--- src/rtl/alu_sequencer.sv ---
// alu_sequencer: multi-cycle control sequencer for the shared 32-bit ALU and
// its Y/Z register pair. It accepts one request at a time and walks the
// datapath through LOAD_Y -> EXEC -> WB_LO (-> WB_HI for mul/div).
//
// Ports:
//   clock, clear (async active-low reset)
//   start, opcode[4:0]             request from instruction control
//   busy, done, illegal            status (registered)
//   alu_op[4:0]                    ALU opcode, latched opcode during EXEC only
//   ra_out, rb_out, c_out          operand bus drivers
//   y_in, z_in                     Y / Z load strobes
//   zlo_out, zhi_out               Z halves onto the bus
//   rz_in, lo_in, hi_in            write-back destinations
module alu_sequencer #(
  parameter int unsigned MULDIV_WAIT = 2
) (
  input  logic       clock,
  input  logic       clear,
  input  logic       start,
  input  logic [4:0] opcode,
  output logic       busy,
  output logic       done,
  output logic       illegal,
  output logic [4:0] alu_op,
  output logic       ra_out,
  output logic       rb_out,
  output logic       c_out,
  output logic       y_in,
  output logic       z_in,
  output logic       zlo_out,
  output logic       zhi_out,
  output logic       rz_in,
  output logic       lo_in,
  output logic       hi_in
);

  localparam int unsigned OP_W  = 5;
  localparam int unsigned CNT_W = 4;

  typedef enum logic [2:0] {
    IDLE   = 3'd0,
    LOAD_Y = 3'd1,
    EXEC   = 3'd2,
    WB_LO  = 3'd3,
    WB_HI  = 3'd4
  } state_t;

  state_t           r_state;
  logic [OP_W-1:0]  r_op;
  logic [CNT_W-1:0] r_cnt;

  // Legal opcodes form the contiguous range add (3) .. not (18).
  function automatic logic is_legal(input logic [OP_W-1:0] op);
    return (op >= OP_W'(3)) && (op <= OP_W'(18));
  endfunction

  function automatic logic is_long(input logic [OP_W-1:0] op);
    return (op == OP_W'(15)) || (op == OP_W'(16));
  endfunction

  function automatic logic is_imm(input logic [OP_W-1:0] op);
    return (op >= OP_W'(12)) && (op <= OP_W'(14));
  endfunction

  function automatic logic is_unary(input logic [OP_W-1:0] op);
    return (op == OP_W'(17)) || (op == OP_W'(18));
  endfunction

  // Decoded classes of the latched opcode; outputs never depend on start/opcode.
  logic w_long;
  logic w_imm;
  logic w_opb_rb;

  assign w_long   = is_long(r_op);
  assign w_imm    = is_imm(r_op);
  assign w_opb_rb = !is_imm(r_op) && !is_unary(r_op);

  // Sequencer: every output is registered with the value for the next state.
  always_ff @(posedge clock or negedge clear) begin
    if (!clear) begin
      r_state <= IDLE;
      r_op    <= '0;
      r_cnt   <= '0;
      busy    <= 1'b0;
      done    <= 1'b0;
      illegal <= 1'b0;
      alu_op  <= '0;
      ra_out  <= 1'b0;
      rb_out  <= 1'b0;
      c_out   <= 1'b0;
      y_in    <= 1'b0;
      z_in    <= 1'b0;
      zlo_out <= 1'b0;
      zhi_out <= 1'b0;
      rz_in   <= 1'b0;
      lo_in   <= 1'b0;
      hi_in   <= 1'b0;
    end else begin
      busy    <= 1'b0;
      done    <= 1'b0;
      illegal <= 1'b0;
      alu_op  <= '0;
      ra_out  <= 1'b0;
      rb_out  <= 1'b0;
      c_out   <= 1'b0;
      y_in    <= 1'b0;
      z_in    <= 1'b0;
      zlo_out <= 1'b0;
      zhi_out <= 1'b0;
      rz_in   <= 1'b0;
      lo_in   <= 1'b0;
      hi_in   <= 1'b0;

      case (r_state)
        IDLE: begin
          if (start) begin
            if (is_legal(opcode)) begin
              r_op    <= opcode;
              r_state <= LOAD_Y;
              busy    <= 1'b1;
              ra_out  <= 1'b1;
              y_in    <= 1'b1;
            end else begin
              illegal <= 1'b1;
            end
          end
        end

        LOAD_Y: begin
          r_state <= EXEC;
          busy    <= 1'b1;
          alu_op  <= r_op;
          rb_out  <= w_opb_rb;
          c_out   <= w_imm;
          // Remaining extra EXEC cycles after the first one.
          r_cnt   <= w_long ? CNT_W'(MULDIV_WAIT) : '0;
          z_in    <= !w_long || (MULDIV_WAIT == 0);
        end

        EXEC: begin
          busy <= 1'b1;
          if (r_cnt == '0) begin
            r_state <= WB_LO;
            zlo_out <= 1'b1;
            rz_in   <= !w_long;
            lo_in   <= w_long;
          end else begin
            r_cnt  <= r_cnt - CNT_W'(1);
            alu_op <= r_op;
            rb_out <= w_opb_rb;
            c_out  <= w_imm;
            z_in   <= (r_cnt == CNT_W'(1));
          end
        end

        WB_LO: begin
          if (w_long) begin
            r_state <= WB_HI;
            busy    <= 1'b1;
            zhi_out <= 1'b1;
            hi_in   <= 1'b1;
          end else begin
            r_state <= IDLE;
            done    <= 1'b1;
          end
        end

        WB_HI: begin
          r_state <= IDLE;
          done    <= 1'b1;
        end

        default: r_state <= IDLE;
      endcase
    end
  end

endmodule

--- config.mk ---
export PLATFORM = sky130hd
export DESIGN_NAME = alu_sequencer
export DESIGN_NICKNAME = d
export VERILOG_FILES = /design/src/rtl/alu_sequencer.sv
export SDC_FILE = /design/constraint.sdc
export NUM_CORES = 1
export LEC_CHECK = 0
export CAP_MARGIN = 20
export CELL_PAD_IN_SITES_DETAIL_PLACEMENT = 1
export CELL_PAD_IN_SITES_GLOBAL_PLACEMENT = 1
export CORE_ASPECT_RATIO = 0.8
export CORE_MARGIN = 3
export CORE_UTILIZATION = 35
export DETAILED_ROUTE_END_ITERATION = 12
export DONT_BUFFER_PORTS = 1
export PLACE_DENSITY_LB_ADDON = 0.1
export SLEW_MARGIN = 20
export SYNTH_ARGS = -nofsm -noshare
export SYNTH_HDL_FRONTEND = slang
export SYNTH_SLANG_ARGS = --single-unit
export TNS_END_PERCENT = 10
--- constraint.sdc ---
create_clock -name clock -period 1.95 [get_ports clock]
set_clock_uncertainty 0.05 [all_clocks]
set_input_delay 0.585 -clock clock [delete_from_list [all_inputs] [get_ports clock]]
set_output_delay 0.585 -clock clock [all_outputs]
set_load 0.02 [all_outputs]
==> impl_metrics.py <==
metrics = {
    "status": {
        "run_status": "completed",
    },
    "setup_path": {
        "worst-endpoint-arrival_ns": 1.78,
        "critPathSlowestCell": "sky130_fd_sc_hd__dfrtp_1",
        "worst_setup_path_category": "register to register",
        "timing.critical_path.depth": 6,
        "type_of_origin_of_the_critical_path": "register",
        "worst-r2r-cell-count": 6,
        "timing.critical_path.cells": "inv_1, ha_1, nor3b_1, o21ai_2, buf_4, a31o_1",
        "critPathMaxStageDelay_ns": 0.40,
        "critPathBufInv": 2,
        "critical-path-top-delay-family": "flip-flops",
        "worstSetupEndpointType": "register",
        "crit_required_ns": 2.06,
        "cp_max_fo": 4,
    },
    "grt": {
        "first_pass_grt_wire_length_um": 3990,
        "first_global_vias": 829,
        "number_of_antenna_violations_at_the_first_check_in_global_routing": 0,
        "grt_max_degree": 29,
        "grt_use_total": 0.124,
        "globalRouteOverflowTotal": 0,
    },
    "route": {
        "vias": 754,
        "drt_first_pass_iters": 2,
        "post_drt_wl_per_cell_um": 16.4,
        "remaining_antenna_violation_count": 0,
        "wl_um": 2350,
        "drtIter0Drc": 34,
        "vias_per_cell": 5.27,
        "post-route-drc-count": 0,
    },
    "placement": {
        "dp_hpwl_um": 1730,
        "placement.cell_area_mm2": 0.00125,
        "gp_congestion": 0.702,
        "io_buffers": 0,
    },
    "power": {
        "switching_share": 0.392,
        "power.share.combinational": 0.361,
        "power.share.clock": 0.140,
        "seq_power_share": 0.499,
        "int_power_mw": 1.31,
        "power.density_mw_per_mm2": 1630,
        "net-switching-power_uw": 840,
        "peakVddDrop_uv": 570,
        "static-leakage-power_nw": 0.609,
    },
    "run": {
        "drv_cap": 0,
    },
    "synth": {
        "syn-cell-area_mm2": 0.00122,
        "syn_avg_cell_area_um2": 12.0,
        "flops_latches_synth": 28,
        "post_synthesis_instance_total": 101,
        "synth.net_count": 112,
        "synth.lib_cells_used.distinct": 37,
        "synthesis.yosys.warnings": 0,
        "share_of_synthesized_area_occupied_by_flip_flops_and_latches": 0.576,
    },
    "clocking": {
        "cts_sinks": 28,
        "worst_setup_hold_path_clk_slew_ns": 0.08,
        "worst_skew_pair.late_latency_ns": 0.27,
        "cts_made_buffers": 3,
        "clockBufferDepth": 2,
        "cts_setup_buffers": 0,
        "cts_root_buf": "sky130_fd_sc_hd__clkbuf_8",
        "cts.htree.levels": 1,
        "tritoncts": "done",
    },
    "timing": {
        "timing_worst_slew_pin_value_ns": 0.377,
        "hold_viol": 0,
        "grt_setup_unrepaired": "no",
        "setup_violations": 0,
        "final_period_minus_worst_setup_slack_ns": 1.67,
        "relSlewSlack": 0.747,
        "max_clk_rate_mhz": 599,
        "min_period_over_period": 0.856,
        "slew_violations": 0,
        "finalSetupTns_ns": 0,
    },
    "die": {
        "pin_count": 26,
        "floorplan.initialDensity": 0.380,
        "row_count": 18,
        "die_width_um": 71.9,
        "core_area_mm2": 0.00320,
        "die-height_um": 58.7,
        "die_area_mm2": 0.00422,
    },
    "finish": {
        "mostFrequentLayoutCells": "sky130_fd_sc_hd__dfrtp_1, sky130_fd_sc_hd__nor2_1, sky130_fd_sc_hd__and2_1, sky130_fd_sc_hd__nand2_1, sky130_fd_sc_hd__mux2_2",
        "mostFrequentLayoutCell": "sky130_fd_sc_hd__dfrtp_1",
        "insertedDiodeCount": 0,
        "post_route_cells_drive_above_1_share": 0.165,
        "area_delta_synth_final_pct": 8.13,
        "nets_final": 116,
        "final_standard_cell_area_without_fillers_mm2": 0.00132,
    },
    "worst_hold_path": {
        "holdCritPathClass": "primary input to asynchronous set/reset pin",
    },
}
## cell type report
class / instances / area (µm²)
clock buffer: 3 / 41.3
tap: 40 / 50.0
sequential: 28 / 701
inverter: 3 / 11.3
fill: 354 / 1880
multi-input combinational: 65 / 469
timing repair buffer: 4 / 42.5
## synthesized netlist by cell type
cell | instances | share of area
sky130_fd_sc_hd__dfrtp_1 | 28 | 0.58
sky130_fd_sc_hd__nor2_1 | 9 | 0.028
sky130_fd_sc_hd__and2_1 | 7 | 0.036
sky130_fd_sc_hd__nand2_1 | 7 | 0.022
sky130_fd_sc_hd__mux2_2 | 5 | 0.046
sky130_fd_sc_hd__ha_1 | 3 | 0.031
sky130_fd_sc_hd__inv_1 | 3 | 0.0093
sky130_fd_sc_hd__nor3b_1 | 3 | 0.019
sky130_fd_sc_hd__a21boi_0 | 2 | 0.012
sky130_fd_sc_hd__a32o_1 | 2 | 0.016
sky130_fd_sc_hd__and3b_1 | 2 | 0.014
sky130_fd_sc_hd__buf_4 | 2 | 0.012
sky130_fd_sc_hd__nor2b_1 | 2 | 0.010
sky130_fd_sc_hd__nor3_1 | 2 | 0.0082
sky130_fd_sc_hd__o21ai_0 | 2 | 0.0082
sky130_fd_sc_hd__a211oi_1 | 1 | 0.0062
sky130_fd_sc_hd__a21oi_1 | 1 | 0.0041
sky130_fd_sc_hd__a21oi_2 | 1 | 0.0072
sky130_fd_sc_hd__a311oi_1 | 1 | 0.0072
sky130_fd_sc_hd__a31o_1 | 1 | 0.0072
sky130_fd_sc_hd__and4b_1 | 1 | 0.0082
sky130_fd_sc_hd__buf_2 | 1 | 0.0041
sky130_fd_sc_hd__buf_6 | 1 | 0.0093
sky130_fd_sc_hd__clkbuf_1 | 1 | 0.0031
sky130_fd_sc_hd__nand3_1 | 1 | 0.0041
sky130_fd_sc_hd__nand3b_1 | 1 | 0.0062
sky130_fd_sc_hd__nand4b_2 | 1 | 0.012
sky130_fd_sc_hd__nor4_1 | 1 | 0.0051
sky130_fd_sc_hd__nor4bb_1 | 1 | 0.0082
sky130_fd_sc_hd__o21ai_2 | 1 | 0.0072
sky130_fd_sc_hd__o22ai_1 | 1 | 0.0051
sky130_fd_sc_hd__o2bb2a_1 | 1 | 0.0082
sky130_fd_sc_hd__or3b_1 | 1 | 0.0072
sky130_fd_sc_hd__or3b_2 | 1 | 0.0072
sky130_fd_sc_hd__or3b_4 | 1 | 0.0093
sky130_fd_sc_hd__xnor2_1 | 1 | 0.0072
sky130_fd_sc_hd__xor2_1 | 1 | 0.0072
## sequential cells by signal, summed over array words and instances (netlist names), 3 cells and up
register / count
alu_op: 5
r_cnt: 4
r_op: 5
r_state: 3
## per-stage QoR
stage	util	power (mW)	cells	hold WS (ns)	setup WS [ns]
after floorplan	-	1.65	101	0.239	0.204
after global placement	0.392	1.83	139	0.240	0.0928
after detailed placement	0.392	1.86	139	0.240	0.0571
after CTS	0.411	2.20	143	0.0664	0.262
after global routing	0.411	2.33	143	0.0590	0.111
final	0.411	2.15	143	0.0720	0.280
## power by group through the flow
stage          clock network, mW  logic, mW  registers, mW
6_report                   0.300      0.775           1.07
3_5_place_dp                   0      0.772           1.09
5_1_grt                    0.350      0.877           1.11
2_1_floorplan                  0      0.632           1.02
4_1_cts                    0.327      0.793           1.08
3_3_place_gp                   0      0.749           1.08
## routing by layer
layer / vias to the layer above / GRT usage / share of wire
met5: - / 0 / 0
met4: 0 / 0.0322 / 0.0047
met3: 2 / 0.0546 / 0.077
met2: 22 / 0.195 / 0.45
met1: 377 / 0.157 / 0.47
li1: 353 / - / -
## repair_timing
| item | 4_1_cts | 5_1_grt |
|---|---|---|
| hold buffers | 1 | 0 |
| hold endpoints to repair | 28 | 0 |
| resized for setup | 0 | 0 |
## worst paths after layout
kind / slack (ns) / start / endpoint
hold / removal: 0.07 / clear / r_cnt[1]
min in group clock: 0.41 / start / illegal
max in group asynchronous: 1.62 / clear / r_op[0]
setup / recovery: 0.28 / r_cnt[0] / r_cnt[2]
setup reg to reg: 0.28 / r_cnt[0] / r_cnt[2]
hold reg to reg: 0.52 / r_op[0] / alu_op[0]
## cells by family after synthesis
| family | count (synthesis) | share of synthesized area |
|---|---|---|
| muxes | 5 | 0.0463 |
| adders and majority gates | 3 | 0.0309 |
| and+or+nand+nor | 41 | 0.205 |
| AOI/OAI and AO/OA | 14 | 0.0895 |
| buffers and inverters | 8 | 0.0381 |
| DFF | 28 | 0.576 |
| xor gates and xnor gates | 2 | 0.0144 |
Note: power is estimated with default switching activity, not from simulation.
